--- config.mk ---
export PLATFORM = sky130hd
export DESIGN_NAME = seg7_capture_decoder
export DESIGN_NICKNAME = d
export VERILOG_FILES = /design/src/rtl/seg7_capture_decoder.sv
export SDC_FILE = /design/constraint.sdc
export NUM_CORES = 1
export LEC_CHECK = 0
export ABC_AREA = 1
export CAP_MARGIN = 20
export CORE_ASPECT_RATIO = 0.9
export CORE_UTILIZATION = 50
export CTS_CLUSTER_DIAMETER = 50
export CTS_CLUSTER_SIZE = 40
export DETAILED_ROUTE_END_ITERATION = 10
export GPL_ROUTABILITY_DRIVEN = 0
export PLACE_DENSITY = 0.74
export SLEW_MARGIN = 25
export SYNTH_ARGS = -nofsm -noshare
export SYNTH_HDL_FRONTEND = slang
export SYNTH_SLANG_ARGS = --single-unit
export TNS_END_PERCENT = 10
--- constraint.sdc ---
create_clock -name clk -period 6 [get_ports clk]
set_input_delay 1.8 -clock clk [delete_from_list [all_inputs] [get_ports clk]]
set_output_delay 1.8 -clock clk [all_outputs]
set_load 0.03 [all_outputs]
--- src/rtl/seg7_capture_decoder.sv ---
// Debounces the 7-segment bus, decodes each newly stable glyph to a hex nibble and queues it
// behind a valid/ready FIFO. Define SEG7_ACTIVE_LOW_EN for a common-anode (0=lit) bus.
module seg7_capture_decoder #(
  parameter int STABLE_CYCLES = 4,
  parameter int FIFO_DEPTH    = 4,
  localparam int CW = $clog2(FIFO_DEPTH) + 1
) (
  input  logic          clk,
  input  logic          rst,
  input  logic [6:0]    seg_in,
  input  logic          sample_en,
  input  logic          out_ready,
  input  logic          clear_overflow,
  output logic          out_valid,
  output logic [3:0]    out_digit,
  output logic          out_blank,
  output logic          out_invalid,
  output logic [CW-1:0] fifo_count,
  output logic          overflow
);

  localparam int PW = $clog2(FIFO_DEPTH);
  localparam int RW = $clog2(STABLE_CYCLES + 1);

  typedef struct packed {
    logic       invalid;
    logic       blank;
    logic [3:0] digit;
  } entry_t;

  function automatic entry_t decode(input logic [6:0] p);
    entry_t e;
    e = '0;
    case (p)
      7'h3F: e.digit = 4'h0;
      7'h06: e.digit = 4'h1;
      7'h5B: e.digit = 4'h2;
      7'h4F: e.digit = 4'h3;
      7'h66: e.digit = 4'h4;
      7'h6D: e.digit = 4'h5;
      7'h7D: e.digit = 4'h6;
      7'h07: e.digit = 4'h7;
      7'h7F: e.digit = 4'h8;
      7'h6F: e.digit = 4'h9;
      7'h77: e.digit = 4'hA;
      7'h7C: e.digit = 4'hB;
      7'h39: e.digit = 4'hC;
      7'h5E: e.digit = 4'hD;
      7'h79: e.digit = 4'hE;
      7'h71: e.digit = 4'hF;
      7'h00: e.blank = 1'b1;
      default: e.invalid = 1'b1;
    endcase
    return e;
  endfunction

  logic [6:0]    seg_s;
  logic [6:0]    seg_prev_q;
  logic [6:0]    last_q;
  logic [RW-1:0] run_q, run_d;
  entry_t        mem_q [FIFO_DEPTH];
  logic [PW-1:0] wr_q, rd_q;
  logic [CW-1:0] count_q;
  logic          ovf_q;
  logic          commit, full, push, pop;
  entry_t        head;

`ifdef SEG7_ACTIVE_LOW_EN
  assign seg_s = ~seg_in;
`else
  assign seg_s = seg_in;
`endif

  always_comb begin
    run_d = run_q;
    if (!sample_en)
      run_d = '0;
    else if (run_q == '0 || seg_s != seg_prev_q)
      run_d = RW'(1);
    else if (run_q != RW'(STABLE_CYCLES))
      run_d = run_q + RW'(1);
  end

  // A commit happens only on the edge the run reaches its threshold, so a held glyph commits once.
  assign commit = sample_en && (run_q == RW'(STABLE_CYCLES - 1)) &&
                  (seg_s == seg_prev_q) && (seg_s != last_q);
  assign full   = (count_q == CW'(FIFO_DEPTH));
  assign pop    = (count_q != '0) && out_ready;
  assign push   = commit && (!full || pop);

  always_ff @(posedge clk) begin
    if (rst) begin
      seg_prev_q <= '0;
      last_q     <= '0;
      run_q      <= '0;
      wr_q       <= '0;
      rd_q       <= '0;
      count_q    <= '0;
      ovf_q      <= 1'b0;
    end else begin
      seg_prev_q <= seg_s;
      run_q      <= run_d;
      if (commit) last_q <= seg_s;
      if (push)   wr_q   <= wr_q + PW'(1);
      if (pop)    rd_q   <= rd_q + PW'(1);
      case ({push, pop})
        2'b10:   count_q <= count_q + CW'(1);
        2'b01:   count_q <= count_q - CW'(1);
        default: count_q <= count_q;
      endcase
      // Setting takes priority over a same-cycle clear.
      if (commit && !push)
        ovf_q <= 1'b1;
      else if (clear_overflow)
        ovf_q <= 1'b0;
    end
  end

  always_ff @(posedge clk) begin
    if (push) mem_q[wr_q] <= decode(seg_s);
  end

  assign head        = mem_q[rd_q];
  assign out_valid   = (count_q != '0);
  assign out_digit   = out_valid ? head.digit : 4'h0;
  assign out_blank   = out_valid & head.blank;
  assign out_invalid = out_valid & head.invalid;
  assign fifo_count  = count_q;
  assign overflow    = ovf_q;

endmodule

Word-level counts from Yosys, hierarchy flattened
Memory sizes are Yosys's and may differ from the RTL's. A register that Yosys moved wholly into a read port is not among the register bits.
Index checks and enable logic that the tools add are counted.
Widths: inputs -> output; s select.

storage, ports and cells
  bits in registers = 25
  bits in latches = 0
  bits in writable memories = 24
  ROM bits = 0
  input bits = 12
  output and inout port bits = 11
  logic and storage cells = 76
  memories kept = 1

cells by class
  $add $sub $neg = 5
  multiply operators = 0
  div/mod/pow operators = 0
  order comparisons = 0
  equality and inequality tests = 24
  shift operators = 0
  mux-type cells = 16
  bitwise logic cells = 3
  reduce and logical (&&, ||, !) cells = 19

memories
  name   words  bits a word  rd ports  clocked after memory_dff  write ports  line  RTL
  mem_q  4      6            1         1                         1            61    entry_t mem_q [FIFO_DEPTH];

operators by type and width
  operator             number
  $eq 7x7->1 const B   12
  $pmux 4 s15          1
  $reduce_or 17->1     1
  $eq 7x3->1 const B   2
  $eq 7x6->1 const B   2
  $ne 7x7->1           2
  $mux 1               10
  $mux 4               2
  $eq 7x7->1           1
  $logic_not 7->1      1
  $add 3x1->3 const B  2
  $logic_and 1x1->1    6
  $pmux 3 s2           1
  $reduce_bool 2->1    3
  $add 2x1->2 const B  2
  $mux 2               2
  $eq 3x2->1 const B   1
  $eq 3x3->1 const B   1
  $logic_not 3->1      1
  $ne 3x3->1 const B   1
  $reduce_bool 3->1    1
  $reduce_or 3->1      1
  $sub 3x1->3 const B  1
  $and 1x1->1          2
  6 further kinds      8

Logic depth before layout (Yosys ltp)
Gate-level depths: netlist of run 1.

  depth in word-level cells = 8
  mapped depth = 17

Worst setup path before layout of run 1
Ideal clock, no wire load.

  path kind = input to register
  start = input port seg_in[4]
  end = register count_q[2], in the netlist fifo_count[2]
  arrival = 3.331 ns
  data required time = 5.885 ns
  path slack = 2.554 ns
  cell stages on the path = 13
  path through = buf_4 -> xor2_1 -> nor2_4 -> inv_1 -> nor2_4 -> nand3_2 -> nand2_2 -> inv_1 -> fa_1 -> inv_1 -> nand3_1 -> a21oi_1 -> nor2_1

between the ends
  cells in the longest elaborated chain, start to end = 6
  elaborated cells between the ends (all ways) = 9
  classes of those cells = 4 x eq/ne; 1 x mux; 4 x reduce/logical

ends and longest elaborated chain
  item                                                    line  RTL
  from (decl)                                             10    input logic [6:0] seg_in,
  $eq 7x7->1                                              86    (seg_s == seg_prev_q) && (seg_s != last_q);
  $logic_and 1x1->1                                       85    assign commit = sample_en && (run_q == RW'(STABLE_CYCLES - 1)) &&
  $logic_and 1x1->1 (*)                                   86
  $logic_and 1x1->1 (*)                                   89    assign push = commit && (!full || pop);
  $eq 2x1->1 / $eq 2x2->1 (equally long branches)         106   case ({push, pop})
  $pmux 3 s2 / $reduce_bool 2->1 (equally long branches)  -
  to (signal assigned)                                    107   2'b10: count_q <= count_q + CW'(1);
  to (signal assigned)                                    108   2'b01: count_q <= count_q - CW'(1);
  to (signal assigned)                                    109   default: count_q <= count_q;
  to (decl)                                               63    logic [CW-1:0] count_q;

Every way passes the cells marked *; elsewhere a longest branch is shown, timed or not.
A chain may end at the register's enable or synchronous reset.

==> results of run 1 <==
[worst min path at each step]
| stage | from | endpoint | slack [ns] | cells past startpoint |
|---|---|---|---|---|
| global placement | rd_q[0] | register | 0.46 | 1 |
| finish | rd_q[1] | rd_q[1] | 0.48 | 2 |
| detailed placement | rd_q[1] | rd_q[1] | 0.47 | 2 |
| floorplan | rd_q[1] | register | 0.44 | 2 |
| CTS | rd_q[1] | rd_q[1] | 0.49 | 2 |
| global route | run_q[1] | run_q[1] | 0.51 | 2 |
[metrics by stage]
stage	total power, mW	cell area, µm²	setup WS (ns)	hold WS (ns)	utilization, %
final	0.743	2980	2.01	0.480	59.8
after global routing	0.783	2980	1.81	0.513	59.8
after CTS	0.749	2980	2.01	0.485	59.8
after detailed placement	0.562	2890	1.70	0.468	58.1
after global placement	0.559	2890	1.78	0.455	58.1
after floorplan	0.504	2670	2.55	0.436	-
[area by class of cell]
cell class	instances	area (µm²)
clock buffer	6	73.8
tap	65	81.3
inverter	48	181
fill	476	2000
clock inverter	2	12.5
multi-input combinational	215	1150
timing repair buffer	22	220
sequential	51	1260
[power groups by stage]
stage | clock network, mW | registers [mW] | logic (mW)
2_1_floorplan | 0 | 0.393 | 0.112
3_3_place_gp | 0 | 0.391 | 0.168
3_5_place_dp | 0 | 0.391 | 0.171
4_1_cts | 0.195 | 0.383 | 0.171
5_1_grt | 0.212 | 0.385 | 0.187
6_report | 0.190 | 0.383 | 0.170
[state kept, by name, indices dropped and copies added, names as in the netlist, named ones only]
signal / cells
mem_q: 24
last_q: 7
seg_prev_q: 7
fifo_count: 3
run_q: 3
rd_q: 2
wr_q: 2
overflow: 1
[routing by layer]
metal / vias up / routed length (µm) / GRT usage, %
li1: 1086 / - / -
met1: 933 / 2540 / 29.9
met2: 44 / 2220 / 31.2
met3: 8 / 243 / 3.44
met4: 0 / 76 / 6.87
met5: - / 0 / 0
[tightest hold or removal path, stage by stage, from the launching register on]
cell,delay (ns)
dfxtp_1,0.31
inv_1,0.06
a21oi_1,0.07
[cell usage after synthesis (4+ instances only)]
cell,number,area share [%]
nor3_1,5,0.94
nor2_4,4,1.7
dfxtp_1,27,20
inv_2,5,0.70
o21ai_0,18,3.4
buf_6,5,2.1
o21ai_1,4,0.75
edfxtp_1,24,27
ha_1,7,3.3
nor2_2,5,1.2
inv_1,42,5.9
nand2_1,46,6.5
nor2_1,54,7.6
nand2_2,9,2.1
a21oi_1,22,4.1
xnor2_1,5,1.6
nand3_1,13,2.4
[cells by family (layout without fill, tap and decap cells)]
kind of cell               Yosys count  after routing
xor gates and xnor gates             7              7
and+or+nand+nor                    147            147
adders and majority gates            8              8
buffers and inverters               58             78
DFF                                 51             51
AOI/OAI and AO/OA                   53             53
==> results.sh, run 1 <==
export IMPL_fin_crit_sh_pct=66.4
export IMPL_drv_cap=0
export IMPL_timing_fmax_mhz=251
export IMPL_power_frac_comb_pct=22.9
export IMPL_synth_area_per_cell_um2=8.25
export IMPL_synth_compound_area_share_pct=11.0
export IMPL_drc=0
export IMPL_final_max_slew_viol_count=0
export IMPL_crit_path_end_kind="output pin"
export IMPL_start_util_pct=53.6
export IMPL_synthAdderAreaFrac_pct=4.03
export IMPL_worstSkewPairLatency_ns=0.30
export IMPL_finalSetupViolations=0
export IMPL_r2r_start="run_q[0]"
export IMPL_slew_headroom_pct=59.4
export IMPL_core_area_um2=4980
export IMPL_yosysWarnings=0
export IMPL_grt_pass1_wl_um=8850
export IMPL_r2r_cells=8
export IMPL_io_pins=23
export IMPL_critPathLaunchType="register"
export IMPL_antenna_found_initial=0
export IMPL_cts_clk_slew_worst_paths_ns=0.09
export IMPL_p_sw_uw=225
export IMPL_ctsHoldBuffers=0
export IMPL_synthSimpleGateAreaFrac_pct=25.4
export IMPL_htree_num_levels=2
export IMPL_clock_skew_ns=0.00987
export IMPL_grt_overflow_total=0
export IMPL_cts_buffers=5
export IMPL_area_growth_pct=11.5
export IMPL_synth_top_family_by_area="simple AND/OR/NAND/NOR gates"
export IMPL_hold_class="reg2reg"
export IMPL_grt_use_total_pct=20.5
export IMPL_peakVddDrop_v=0.000152
export IMPL_die_x_um=79.1
export IMPL_crit_family="buffers and inverters"
export IMPL_p_per_area_nw_per_um2=249
export IMPL_synth_xor_area_share_pct=2.57
export IMPL_drt_first_pass_iters=4
export IMPL_die_area_um2=5640
export IMPL_clock_sinks=51
export IMPL_seq_area_frac_synth_pct=47.2
export IMPL_crit_path_cell_trace="inv_1, o21ai_0, a21oi_1, clkdlybuf4s50_1"
export IMPL_final_cells=409
export IMPL_worstPathRequired_ns=4.20
export IMPL_crit_buf_inv=2
export IMPL_reg2reg_slack_ns=3.77
export IMPL_num_rows=24
export IMPL_nets=363
export IMPL_p_int_uw=518
export IMPL_syn_nets=344
export IMPL_place_inst=401
export IMPL_layout_common_cells="54 x nor2_1, 46 x nand2_1, 42 x inv_1, 27 x dfxtp_1, 24 x edfxtp_1"
export IMPL_cts_resized=0
export IMPL_insertedDiodeCount=0
export IMPL_worstPathMaxFanout=13
export IMPL_drt_total_wl_um=5080
export IMPL_finalHoldViolations=0
export IMPL_leakage_nw=1.18
export IMPL_ys_seq_elements=51
export IMPL_cpPeakStageDelay_ns=0.60
export IMPL_first_global_vias=1892
export IMPL_critPathKind="reg2out"
export IMPL_routedWlPerCell_um=12.4
export IMPL_crit_slowest_cell="dfxtp_1"
export IMPL_synth_area_um2=2670
export IMPL_outcome="complete, no violations"
export IMPL_ant_nets=0
export IMPL_synth_main_ff_cell="dfxtp_1"
export IMPL_cts_root_buf="clkbuf_8"
export IMPL_synthCells=324
export IMPL_critPathArrivalTime_ns=2.19
export IMPL_clkPwrFrac_pct=25.6
export IMPL_io_buffer_count=22
export IMPL_switching_share_pct=30.3
export IMPL_worst_slew_pin_slew_ns=0.604
export IMPL_dp_final_hpwl_um=3980
export IMPL_r2r_end="mem_q[0][2]"
export IMPL_grt_max_degree=18
export IMPL_cp_endpoint="out_blank"
export IMPL_synth_edf_count=24
export IMPL_tns_ns=0
export IMPL_p_seq_share_pct=51.6
export IMPL_drive_gt1_share_pct=11.3
export IMPL_period_minus_slack_ns=3.99
export IMPL_rsz0062_at_grt="no"
export IMPL_synthArstFlopShare_pct=0
export IMPL_layout_commonest_cell="nor2_1"
export IMPL_ys_types=35
export IMPL_cts_tree="built"
export IMPL_num_vias=2071
export IMPL_synth_mux_area_fraction_pct=0
export IMPL_die_h_um=71.4
export IMPL_cts_buffer_depth=2
export IMPL_drt_iter0_drc=101
export IMPL_via_per_inst=5.06
export IMPL_crit_cells=4
export IMPL_post_cts_buffers=0
No activity file was read; power rests on OpenSTA's default activity.
==> run 2, diff against run 1 <==
--- a/config.mk
+++ b/config.mk
@@ -13,7 +13,7 @@
 export CTS_CLUSTER_SIZE = 40
 export DETAILED_ROUTE_END_ITERATION = 10
 export GPL_ROUTABILITY_DRIVEN = 0
-export PLACE_DENSITY = 0.74
+export PLACE_DENSITY = 0.76
 export SLEW_MARGIN = 25
 export SYNTH_ARGS = -nofsm -noshare
 export SYNTH_HDL_FRONTEND = slang
==> constraint.sdc (replaced) <==
create_clock -name clk -period 3.6 [get_ports clk]
set_input_delay 1.08 -clock clk [delete_from_list [all_inputs] [get_ports clk]]
set_output_delay 1.08 -clock clk [all_outputs]
set_load 0.03 [all_outputs]
==> results.sh, run 2 (synthesis results as in run 1) <==
export IMPL_die_area_um2=5640
export IMPL_wl_met3_um=238
export IMPL_nFillCells=444
export IMPL_outcome="complete, no violations"
export IMPL_power_frac_comb_pct=22.8
export IMPL_final_max_slew_viol_count=0
export IMPL_p_per_area_nw_per_um2=411
export IMPL_met2_length_um=2320
export IMPL_largestRegisters="mem_q: 24 flops, last_q: 7 flops, seg_prev_q: 7 flops"
export IMPL_tns_ns=0
export IMPL_peakVddDrop_v=0.000205
export IMPL_drive_gt1_share_pct=13.6
export IMPL_drc=0
export IMPL_io_pins=23
export IMPL_clock_skew_ns=0.00468
export IMPL_finalHoldViolations=0
export IMPL_switching_share_pct=31.3
export IMPL_finalSetupViolations=0
export IMPL_worstPathMaxFanout=13
export IMPL_hold_class="reg2reg"
export IMPL_clock_sinks=51
export IMPL_wl_met1_um=2480
export IMPL_insertedDiodeCount=0
export IMPL_period_minus_slack_ns=3.21
export IMPL_num_vias=2114
export IMPL_critPathKind="reg2out"
export IMPL_p_sw_uw=392
export IMPL_largest_register="mem_q"
export IMPL_routedWlPerCell_um=12.3
export IMPL_grt_max_degree=17
export IMPL_worstSkewPairLatency_ns=0.31
export IMPL_drt_total_wl_um=5120
export IMPL_grt_pass1_wl_um=8500
export IMPL_start_util_pct=53.6
export IMPL_clkPwrFrac_pct=26.3
export IMPL_ctsHoldBuffers=0
export IMPL_drt_first_pass_iters=4
export IMPL_fin_crit_sh_pct=89.2
export IMPL_post_cts_buffers=0
export IMPL_io_buffer_count=22
export IMPL_dp_final_hpwl_um=3790
export IMPL_cts_buffers=5
export IMPL_largest_register_ffs=24
export IMPL_ant_nets=0
export IMPL_grt_use_total_pct=20.0
export IMPL_p_seq_share_pct=50.9
export IMPL_nets=372
export IMPL_highest_layer="met4"
export IMPL_cts_clk_slew_worst_paths_ns=0.09
export IMPL_layout_commonest_cell="nor2_1"
export IMPL_final_cell_area_um2=3050
export IMPL_cts_root_buf="clkbuf_8"
export IMPL_drv_cap=0
export IMPL_via_per_inst=5.06
export IMPL_area_growth_pct=14.1
export IMPL_die_h_um=71.4
export IMPL_layout_common_cells="54 x nor2_1, 46 x nand2_1, 42 x inv_1, 27 x dfxtp_1, 24 x edfxtp_1"
export IMPL_p_int_uw=862
export IMPL_slew_headroom_pct=69.0
export IMPL_crit_path_end_kind="output pin"
export IMPL_leakage_nw=1.22
export IMPL_worstPathRequired_ns=2.52
export IMPL_core_area_um2=4980
export IMPL_critPathArrivalTime_ns=2.13
export IMPL_num_rows=24
export IMPL_cts_buffer_depth=2
export IMPL_grt_overflow_total=0
export IMPL_seq_area_um2=1260
export IMPL_cts_resized=0
export IMPL_first_global_vias=1906
export IMPL_rsz0062_at_grt="no"
export IMPL_die_x_um=79.1
export IMPL_multi_input_area_um2=1150
export IMPL_cts_tree="built"
export IMPL_timing_fmax_mhz=312
export IMPL_antenna_found_initial=0
export IMPL_dpl_cell_area_um2=2960
export IMPL_worst_slew_pin_slew_ns=0.461
export IMPL_drt_iter0_drc=141
export IMPL_critPathLaunchType="register"
export IMPL_htree_num_levels=2
run 2: cell types whose count changed in the layout (fill, tap and decap cells not counted), sizes merged:
cell      delta
clkinvlp     +2
clkbuf       -1
clkinv       -1
buf          +9
run 2: cell type report:
cell class | count | share of cell area (%)
clock buffers | 5 | 2.26
clock inverters | 3 | 0.656
inverters | 48 | 5.95
multi-input cells | 215 | 37.7
flip-flops and latches | 51 | 41.3
well taps | 65 | 2.67
repair buffers | 31 | 9.43
run 2: worst max-delay path, stage by stage (launching register included):
cell and delay [ns]:
dfxtp_1 0.61, inv_1 0.27, o21ai_0 0.23, a21oi_1 0.11, clkdlybuf4s50_1 0.60
run 2: path summary, 6_finish.rpt:
| path | cells past startpoint | startpoint | end | slack (ns) |
|---|---|---|---|---|
| max | 4 | register | out_digit[3] | 0.39 |
| min | 2 | rd_q[1] | register | 0.47 |
| max reg2reg | 15 | seg_prev_q[6] | fifo_count[2] | 1.62 |
| min reg2reg | 2 | rd_q[1] | register | 0.47 |
run 2: stage by stage:
step	setup slack [ns]	cells	util (%)	hold slack (ns)	power (mW)
4_1_cts	0.365	418	61.2	0.469	1.26
6_report	0.390	418	61.2	0.465	1.25
3_3_place_gp	0.253	410	59.4	0.454	0.934
5_1_grt	0.174	418	61.2	0.495	1.32
2_1_floorplan	0.874	324	-	0.436	0.841
3_5_place_dp	0.153	410	59.4	0.460	0.939
run 2: power groups by stage:
stage               Sequential (mW)  Clock [mW]  Combinational (mW)
floorplan                     0.654           0               0.186
global placement              0.652           0               0.281
detailed placement            0.652           0               0.286
CTS                           0.639       0.336               0.287
global route                  0.642       0.363               0.314
finish                        0.639       0.329               0.286
run 2: layer usage:
layer  track usage [%]  vias up
li1                  -     1097
met1              25.9      948
met2              32.1       61
met3              4.97        8
met4              8.28        0
met5                 0        -
==> run 3, diff against run 2 <==
--- a/config.mk
+++ b/config.mk
@@ -12,7 +12,7 @@
 export CTS_CLUSTER_DIAMETER = 50
 export CTS_CLUSTER_SIZE = 40
 export DETAILED_ROUTE_END_ITERATION = 10
-export GPL_ROUTABILITY_DRIVEN = 0
+export GPL_ROUTABILITY_DRIVEN = 1
 export PLACE_DENSITY = 0.76
 export SLEW_MARGIN = 25
 export SYNTH_ARGS = -nofsm -noshare
==> results.sh, run 3 (synthesis results as in run 1) <==
export IMPL_leakage_nw=1.24
export IMPL_drt_first_pass_iters=4
export IMPL_worstPathMaxFanout=13
export IMPL_cts_tree="built"
export IMPL_drt_iter0_drc=175
export IMPL_critPathArrivalTime_ns=2.12
export IMPL_hold_class="reg2reg"
export IMPL_crit_path_cell_trace="inv_1, o21ai_0, a21oi_1, clkdlybuf4s50_1"
export IMPL_crit_path_end_kind="output pin"
export IMPL_first_global_vias=1959
export IMPL_r2r_start="seg_prev_q[6]"
export IMPL_via_per_inst=5.01
export IMPL_layout_commonest_cell="nor2_1"
export IMPL_start_util_pct=53.6
export IMPL_cts_root_buf="clkbuf_8"
export IMPL_crit_slowest_cell="dfxtp_1"
export IMPL_nets=372
export IMPL_cts_buffer_depth=2
export IMPL_core_area_um2=4980
export IMPL_rsz0062_at_grt="no"
export IMPL_largest_register_ffs=24
export IMPL_grt_max_degree=17
export IMPL_fin_crit_sh_pct=88.9
export IMPL_die_h_um=71.4
export IMPL_die_area_um2=5640
export IMPL_crit_family="buffers and inverters"
export IMPL_cts_resized=0
export IMPL_reg2reg_slack_ns=1.64
export IMPL_drt_total_wl_um=5060
export IMPL_layout_common_cells="54 x nor2_1, 46 x nand2_1, 42 x inv_1, 27 x dfxtp_1, 24 x edfxtp_1"
export IMPL_io_pins=23
export IMPL_largest_register="mem_q"
export IMPL_place_congestion=0.877
export IMPL_grt_overflow_total=0
export IMPL_min_from="rd_q[1]"
export IMPL_critPathLaunchType="register"
export IMPL_finalSetupViolations=0
export IMPL_hold_slack_ns=0.479
export IMPL_hold_depth=2
export IMPL_r2r_cells=15
export IMPL_num_vias=2094
export IMPL_dp_final_hpwl_um=3670
export IMPL_cpPeakStageDelay_ns=0.61
export IMPL_post_cts_buffers=0
export IMPL_timing_fmax_mhz=313
export IMPL_p_per_area_nw_per_um2=420
export IMPL_routedWlPerCell_um=12.1
export IMPL_tns_ns=0
export IMPL_period_minus_slack_ns=3.20
export IMPL_num_rows=24
export IMPL_ant_nets=0
export IMPL_final_max_slew_viol_count=0
export IMPL_clock_sinks=51
export IMPL_io_buffer_count=22
export IMPL_finalHoldViolations=0
export IMPL_drv_cap=0
export IMPL_place_inst=410
export IMPL_r2r_end="fifo_count[2]"
export IMPL_worst_slew_pin_slew_ns=0.525
export IMPL_drive_gt1_share_pct=13.3
export IMPL_grt_use_total_pct=20.3
export IMPL_largestRegisters="mem_q: 24 flops, last_q: 7 flops, seg_prev_q: 7 flops"
export IMPL_worstSkewPairLatency_ns=0.30
export IMPL_crit_buf_inv=2
export IMPL_final_cells=418
export IMPL_antenna_found_initial=0
export IMPL_ctsHoldBuffers=0
export IMPL_area_growth_pct=14.7
export IMPL_cts_buffers=5
export IMPL_critPathKind="reg2out"
export IMPL_insertedDiodeCount=0
export IMPL_cts_clk_slew_worst_paths_ns=0.09
export IMPL_htree_num_levels=2
export IMPL_grt_pass1_wl_um=8820
export IMPL_die_x_um=79.1
export IMPL_slew_headroom_pct=64.7
export IMPL_outcome="complete, no violations"
export IMPL_drc=0
export IMPL_worstPathRequired_ns=2.52
export IMPL_clock_skew_ns=0.0109
export IMPL_peakVddDrop_v=0.000214
## run 3: worst min-delay path, delay by kind of cell, from the launching register on
kind                   cells  cell delay, ns
AOI/OAI and AO/OA          1            0.07
buffers and inverters      1            0.06
DFF                        1            0.30
## run 3: power by group
group	internal (mW)	leakage, nW	switching, mW
clock network	0.183	0.0536	0.182
registers	0.620	0.435	0.0190
logic	0.107	0.747	0.177
total	0.910	1.24	0.378
## run 3: stage by stage
| step | worst slack (ns) | cell area (µm²) | power [mW] | util [%] |
|---|---|---|---|---|
| floorplan | 0.874 | 2670 | 0.841 | - |
| global placement | 0.261 | 2960 | 0.934 | 59.4 |
| detailed placement | 0.194 | 2960 | 0.938 | 59.4 |
| CTS | 0.395 | 3060 | 1.29 | 61.5 |
| global route | 0.164 | 3060 | 1.35 | 61.5 |
| finish | 0.401 | 3060 | 1.29 | 61.5 |
## run 3: worst max-delay path by stage
stage	start	to	slack, ns	cells after the start
3_3_place_gp	seg_in[6]	fifo_count[2]	0.26	16
6_report	register	out_digit[3]	0.40	4
3_5_place_dp	seg_in[5]	fifo_count[2]	0.19	16
4_1_cts	register	out_digit[3]	0.40	4
5_1_grt	register	out_digit[2]	0.16	4
2_1_floorplan	seg_in[4]	fifo_count[2]	0.87	13
## run 3: cell type report
cell class / count / area (µm²)
Fill cell: 447 / 1920
Clock buffer: 8 / 103
Timing Repair Buffer: 31 / 288
Inverter: 48 / 181
Multi-Input combinational cell: 215 / 1150
Tap cell: 65 / 81.3
Sequential cell: 51 / 1260
## run 3: layer usage
layer	up-vias	share of wire, %	GRT usage, %
met5	-	0	0
met4	0	1.3	7.47
met3	7	3.7	4.20
met2	48	47	32.7
met1	937	48	27.2
li1	1102	-	-
